[src/rtl/fetch_if.sv]
// Fetch bus between the fetch sequencer, the program ROM and the microcode decoder.
interface fetch_if;
  logic [7:0]  pc_out;
  logic [15:0] rom_data;
  logic [15:0] ir;
  logic [7:0]  ir_pc;
  logic        ir_valid;
  logic        ir_ready;
  logic        jump_valid;
  logic [7:0]  jump_addr;
  logic        resume;
  logic        halted;

  modport master (
    output pc_out, ir, ir_pc, ir_valid, halted,
    input  rom_data, ir_ready, jump_valid, jump_addr, resume
  );

  modport slave (
    input  pc_out, ir, ir_pc, ir_valid, halted,
    output rom_data, ir_ready, jump_valid, jump_addr, resume
  );
endinterface

[src/rtl/fetch_ctrl.sv]
// Instruction fetch sequencer: owns the PC, registers ROM words into a one-entry
// instruction register, and handles jump redirects, halt-word detection and resume.
//
// state  | meaning
// FETCH  | ir empty; sample rom_data at pc and issue it (or halt)
// VALID  | ir holds an unconsumed instruction for the decoder
// HALTED | halt word seen at pc; waiting for resume or jump
module fetch_ctrl #(
  parameter logic [7:0]  RESET_PC  = 8'h00,
  parameter logic [15:0] HALT_WORD = 16'hffff
) (
  input logic      clk,
  input logic      rst_n,
  fetch_if.master  bus
);

  typedef enum logic [1:0] {FETCH, VALID, HALTED} state_t;

  state_t      state;
  logic [7:0]  pc;
  logic [15:0] ir;
  logic [7:0]  ir_pc;
  logic        ir_valid;
  logic        halted;
  logic        is_halt;

  assign is_halt = (bus.rom_data == HALT_WORD);

  always_ff @(posedge clk or negedge rst_n) begin
    if (!rst_n) begin
      state    <= FETCH;
      pc       <= RESET_PC;
      ir       <= 16'h0000;
      ir_pc    <= 8'h00;
      ir_valid <= 1'b0;
      halted   <= 1'b0;
    end else begin
      case (state)
        FETCH: begin
          if (bus.jump_valid) begin
            pc <= bus.jump_addr;
          end else if (is_halt) begin
            halted <= 1'b1;
            state  <= HALTED;
          end else begin
            ir       <= bus.rom_data;
            ir_pc    <= pc;
            pc       <= pc + 8'd1;
            ir_valid <= 1'b1;
            state    <= VALID;
          end
        end
        VALID: begin
          if (bus.jump_valid) begin
            ir_valid <= 1'b0;
            pc       <= bus.jump_addr;
            state    <= FETCH;
          end else if (bus.ir_ready) begin
            if (is_halt) begin
              // pc stays on the halt word so resume steps past it
              ir_valid <= 1'b0;
              halted   <= 1'b1;
              state    <= HALTED;
            end else begin
              ir    <= bus.rom_data;
              ir_pc <= pc;
              pc    <= pc + 8'd1;
            end
          end
        end
        HALTED: begin
          if (bus.jump_valid) begin
            pc     <= bus.jump_addr;
            halted <= 1'b0;
            state  <= FETCH;
          end else if (bus.resume) begin
            pc     <= pc + 8'd1;
            halted <= 1'b0;
            state  <= FETCH;
          end
        end
        default: begin
          ir_valid <= 1'b0;
          halted   <= 1'b0;
          state    <= FETCH;
        end
      endcase
    end
  end

  assign bus.pc_out   = pc;
  assign bus.ir       = ir;
  assign bus.ir_pc    = ir_pc;
  assign bus.ir_valid = ir_valid;
  assign bus.halted   = halted;

endmodule

[src/flat_wrapper.sv]
// flat-port wrapper written by rule: the top's interface ports become plain ports
module fetch_ctrl_flat 
#(
  parameter logic [7:0]  RESET_PC  = 8'h00,
  parameter logic [15:0] HALT_WORD = 16'hffff
)
  (clk, rst_n, bus_pc_out, bus_ir, bus_ir_pc, bus_ir_valid, bus_halted, bus_rom_data, bus_ir_ready, bus_jump_valid, bus_jump_addr, bus_resume);
  fetch_if bus_i ();
  input logic clk;
  input logic rst_n;
  output wire logic [$bits(bus_i.pc_out)-1:0] bus_pc_out;
  output wire logic [$bits(bus_i.ir)-1:0] bus_ir;
  output wire logic [$bits(bus_i.ir_pc)-1:0] bus_ir_pc;
  output wire logic [$bits(bus_i.ir_valid)-1:0] bus_ir_valid;
  output wire logic [$bits(bus_i.halted)-1:0] bus_halted;
  input wire logic [$bits(bus_i.rom_data)-1:0] bus_rom_data;
  input wire logic [$bits(bus_i.ir_ready)-1:0] bus_ir_ready;
  input wire logic [$bits(bus_i.jump_valid)-1:0] bus_jump_valid;
  input wire logic [$bits(bus_i.jump_addr)-1:0] bus_jump_addr;
  input wire logic [$bits(bus_i.resume)-1:0] bus_resume;
  assign bus_pc_out = bus_i.pc_out;
  assign bus_ir = bus_i.ir;
  assign bus_ir_pc = bus_i.ir_pc;
  assign bus_ir_valid = bus_i.ir_valid;
  assign bus_halted = bus_i.halted;
  assign bus_i.rom_data = bus_rom_data;
  assign bus_i.ir_ready = bus_ir_ready;
  assign bus_i.jump_valid = bus_jump_valid;
  assign bus_i.jump_addr = bus_jump_addr;
  assign bus_i.resume = bus_resume;
  fetch_ctrl #(.RESET_PC(RESET_PC), .HALT_WORD(HALT_WORD)) u_core (.clk(clk), .rst_n(rst_n), .bus(bus_i));
endmodule
[config.mk]
export PLATFORM = sky130hd
export DESIGN_NAME = fetch_ctrl_flat
export DESIGN_NICKNAME = d
export VERILOG_FILES = /design/src/rtl/fetch_if.sv /design/src/rtl/fetch_ctrl.sv /design/src/flat_wrapper.sv
export SDC_FILE = /design/constraint.sdc
export NUM_CORES = 1
export LEC_CHECK = 0
export CAP_MARGIN = 20
export CELL_PAD_IN_SITES_DETAIL_PLACEMENT = 2
export CELL_PAD_IN_SITES_GLOBAL_PLACEMENT = 2
export CORE_UTILIZATION = 30
export CTS_CLUSTER_DIAMETER = 100
export DETAILED_ROUTE_END_ITERATION = 10
export GPL_TIMING_DRIVEN = 1
export PLACE_DENSITY = 0.85
export SLEW_MARGIN = 20
export SYNTH_ARGS = -nofsm -noshare
export SYNTH_HDL_FRONTEND = slang
export SYNTH_SLANG_ARGS = --single-unit
[constraint.sdc]
create_clock -name clk -period 2.5 [get_ports clk]
set_input_delay 0.375 -clock clk [delete_from_list [all_inputs] [get_ports clk]]
set_output_delay 0.375 -clock clk [all_outputs]
set_load 0.05 [all_outputs]
# After elaboration in Yosys (flattened, before gate mapping)
# Index checks and enable logic that the tools add are counted.
# totals
regBits	36
output_inout_bits	34
word_cells	64
# op_classes
addsub	1
eq_ne	10
muxes	38
bitwise	1
reduce_logical	8
# ops
cell	n
2-to-1 mux 8 bit	10
2-to-1 mux 16 bit	4
one-hot mux 16 bit (2 select lines)	1
one-hot mux 8 bit (3 select lines)	1
equality test 16 bit, second input constant	1
one-hot mux 8 bit (2 select lines)	1
2-to-1 mux 2 bit	7
AND reduction 4 bit	3
2-to-1 mux 1 bit	11
adder 8 x 1 -> 8 bit, second input constant	1
!= test 2 bit, second input constant	4
!= test 3 bit, second input constant	2
one-hot mux 1 bit (3 select lines)	2
one-hot mux 2 bit (3 select lines)	1
AND reduction 5 bit	1
!= test 3 x 2 -> 1 bit, second input constant	1
AND reduction 3 bit	1
nonzero test 3 bit	1
equality test 2 x 1 -> 1 bit, second input constant	1
equality test 2 bit, second input constant	1
zero test 2 bit	1
nonzero test 2 bit	1
inverter 1 bit	1

# Depth between registers and ports, before layout
# depth
word_depth	5
ltp_mapped	7
ltp_nobuf	5

# Worst setup path before layout
# No wires, ideal clock.
# synth_path
path_kind	input port to flip-flop
start	in bus_rom_data[6]
end	reg u_core.ir[0], in the netlist u_core.bus.ir[0]
setup_ps	125
t_arrival_ps	1680
required_time_ps	2375
path_slack_ps	695
path_stages	7
path_buffers	2
cell_sequence	nand4_1 nor4_4 nor3_2 and2_4 buf_6 buf_12 mux2_4
# synth_via
elab_chain_cells	5
# synth_rtl
item	line	text
from (decl)	flat_wrapper.sv:16	input wire logic [$bits(bus_i.rom_data)-1:0] bus_rom_data;
equality test 16 bit *	fetch_ctrl.sv:27	assign is_halt = (bus.rom_data == HALT_WORD);
2-to-1 mux 16 bit *	n/a	
2-to-1 mux 16 bit (2 in a row)	n/a	
one-hot mux 16 bit (2 select lines) *	n/a	
to (signal assigned)	fetch_ctrl.sv:46	ir <= bus.rom_data;
to (signal assigned)	fetch_ctrl.sv:65	ir <= bus.rom_data;
to (decl)	fetch_ctrl.sv:21	logic [15:0] ir;
# Mark *: on every way between the ends. The rest lies on a longest branch, timed or not. The select of a mux whose other input is x is not followed.
# A chain may end at the register's enable or synchronous reset.

# Final worst setup path
# layout_path
start	in bus_rom_data[13]
end	reg u_core.pc[7], in the netlist u_core.bus.pc_out[7]
# layout_via
elab_chain_cells	5
# layout_rtl
item	line	text
equality test 16 bit *	fetch_ctrl.sv:27	
2-to-1 mux 8 bit *	n/a	
2-to-1 mux 8 bit (2 in a row)	n/a	
one-hot mux 8 bit (3 select lines) *	n/a	
to (signal assigned)	fetch_ctrl.sv:41	pc <= bus.jump_addr;
to (signal assigned)	fetch_ctrl.sv:48	pc <= pc + 8'd1;
to (signal assigned)	fetch_ctrl.sv:56	pc <= bus.jump_addr;
to (decl)	fetch_ctrl.sv:20	logic [7:0] pc;
# Marked as above.

==> run summary <==
Setup TNS Final -> 0 ns
Core box area -> 5540 sq um
Setup bufs post-CTS -> 0
Die Y -> 78.2 um
I/O pins -> 63
Synth top cells by count -> dfrtp_1 (36), mux2_4 (20), nor2_1 (14)
Reg clk slew, reported paths -> 0.09 ns
Post-synth top area cell -> dfrtp_1
Total grt overflow -> 0
Ys Warns -> 0
Startpoint class of the critical path -> input port
Die ar. -> 6110 sq um
Drt pass-1 iters -> 4
GRT Resource Usage Total -> 0.218
Worst Max-Slew Pin Slew -> 0.564 ns
Layout cells sized above 1 -> 0.187
DR iter-0 viols -> 50
Worst-path fanout max -> 15
Vias in the first global route -> 1587
Clk root buf -> clkbuf_8
Req. time, crit path -> 2.69 ns
Hold buffer count at CTS -> 0
Worst Skew -> 0.0106 ns
H-tree levels -> 2
Detail Placement HPWL -> 3710 um
Post-synthesis cell count -> 135
Vias per inst -> 5.20
Worst hold slack -> 0.504 ns
Slew Limit Fails -> 0
Status -> complete, no violations
Finished Core Util -> 0.453
Worst r2r src -> u_core.state[1]
Most common cell in the netlist -> dfrtp_1
Syn nets -> 165
Ys async rst share -> 1.00
Rows -> 27
Layout area overhead -> 44.2%
CP startpoint -> bus_rom_data[13]
Worst Setup End Kind -> flip-flop
Number of synthesized flops with an enable pin -> 0
CTS tree -> yes
Worst slack, placed -> 0.155 ns
Fillers -> 571
Placed cell area -> 2420 sq um
Clk_lat worst skew -> 0.30 ns
Sequential cell area fraction in the yosys report -> 0.518
Rel. slew slack -> 0.623
Max rail drop VDD -> 0.352 mV
Final Worst Setup Slack -> 0.434 ns
Design Area, Final -> 2510 sq um
Synth Flop Type -> dfrtp_1
Yosys cell types -> 33
Pin count of the biggest net entering global routing -> 37
Class of the worst hold path -> in2async
Tmin final -> 2.07 ns
Power per cell area -> 799 nW/um^2
DR WL/cell -> 22.9 um
ANT cells -> 0
Syn Area/Cell -> 12.9 sq um
Bufs on Longest Clock Path -> 2
Drt drc -> 0
Final Wtd Congestion -> 0.714
Synthesized flop and latch total -> 36
First-pass GRT wire length -> 9830 um
Post-synthesis cell area -> 1740 sq um
CTS Buf Count -> 5
Final wirelength -> 6310 um
Initial core utilization -> 0.314
Arrival @ worst endpoint -> 2.25 ns
Antenna Nets Post-Route -> 0
Kind of critical path -> in2reg
Leakage -> 1.07 nW
Post-CTS Resized -> 0
Period utilization -> 0.826
RSZ-0062 raised after global routing -> no
Synth top area share -> 0.518
Synth area leaders -> dfrtp_1 (52%), mux2_4 (17%), nor2_1 (3.0%)
IO buf count -> 62
Initial antenna violation count -> 0
Final hold vios -> 0
Final Net Count -> 232
Max-cap violation count -> 0
Via count -> 1430
Clk sinks -> 36
Setup violators final -> 0
Die X -> 78.2 um
F_max -> 484 MHz
==> final timing paths <==
path | endpoint | slack [ns] | depth (start not counted)
max in group asynchronous | u_core.bus.ir[11] | 1.63 | 2
hold reg to reg | u_core.bus.ir_pc[1] | 0.53 | 1
hold / removal | u_core.bus.ir[7] | 0.50 | 2
setup reg to reg | u_core.bus.ir[2] | 0.76 | 3
setup / recovery | u_core.bus.pc_out[7] | 0.43 | 7
min in group clk | u_core.bus.ir_pc[1] | 0.53 | 1
==> power breakdown <==
group          leakage [nW]  switching (W)  total, W  internal, W
clock network        0.0445       0.000237  0.000461     0.000225
logic                 0.603       0.000475  0.000781     0.000305
registers             0.418      0.0000941  0.000763     0.000669
==> stage by stage <==
step,instances,total power [W]
floorplan,135,0.00123
global placement,267,0.00150
detailed placement,267,0.00152
CTS,275,0.00202
global route,275,0.00208
finish,275,0.00201
==> registers in the layout, summed over array words and instances, names as in the netlist <==
name / count
u_core.state: 2
u_core.bus.ir_pc: 8
u_core.bus.ir_valid: 1
u_core.bus.halted: 1
u_core.bus.pc_out: 8
u_core.bus.ir: 16
==> worst max-delay path, cell delays in order <==
cell and delay, ns:
clkdlybuf4s50_1 0.53, nand4_1 0.20, nor4_4 0.37, a221oi_1 0.13
buf_4 0.21, and4b_1 0.21, nor3_1 0.22
==> routing by layer <==
layer,global-route usage,routed length (um),vias up
met5,0,0,-
met4,0.0870,132,0
met1,0.275,2850,724
li1,-,-,627
met2,0.362,2990,68
met3,0.0477,334,11
==> layout by cell type (no fill, tap or decap), types with 3 or more instances in the layout <==
| cell | count |
|---|---|
| clkdlybuf4s50_1 | 62 |
| dfrtp_1 | 36 |
| buf_4 | 4 |
| clkbuf_8 | 6 |
| nand4_1 | 5 |
| o21ai_0 | 3 |
| nor2_1 | 14 |
| a21oi_1 | 6 |
| and4b_1 | 3 |
| mux2_4 | 20 |
| nand2_1 | 6 |
| o32ai_1 | 3 |
| mux2_2 | 4 |
| nor3_1 | 4 |
==> layout make-up <==
type | count | area (sq um) | share of cell area
Multi-Input combinational cell | 91 | 767 | 0.306
Inverter | 2 | 7.51 | 0.00299
Timing Repair Buffer | 66 | 651 | 0.259
Clock buffer | 7 | 86.3 | 0.0344
Tap cell | 72 | 90.1 | 0.0359
Sequential cell | 36 | 901 | 0.359
Clock inverter | 1 | 7.51 | 0.00299
==> kinds of logic after synthesis <==
logic type / Yosys count / share of synthesized area
simple gates: 42 / 0.137
flops: 36 / 0.518
mux: 25 / 0.204
compound gates: 23 / 0.0920
buf+inv: 8 / 0.0417
fa+ha+maj: 1 / 0.00719
Note: power is estimated with default switching activity, not from simulation.
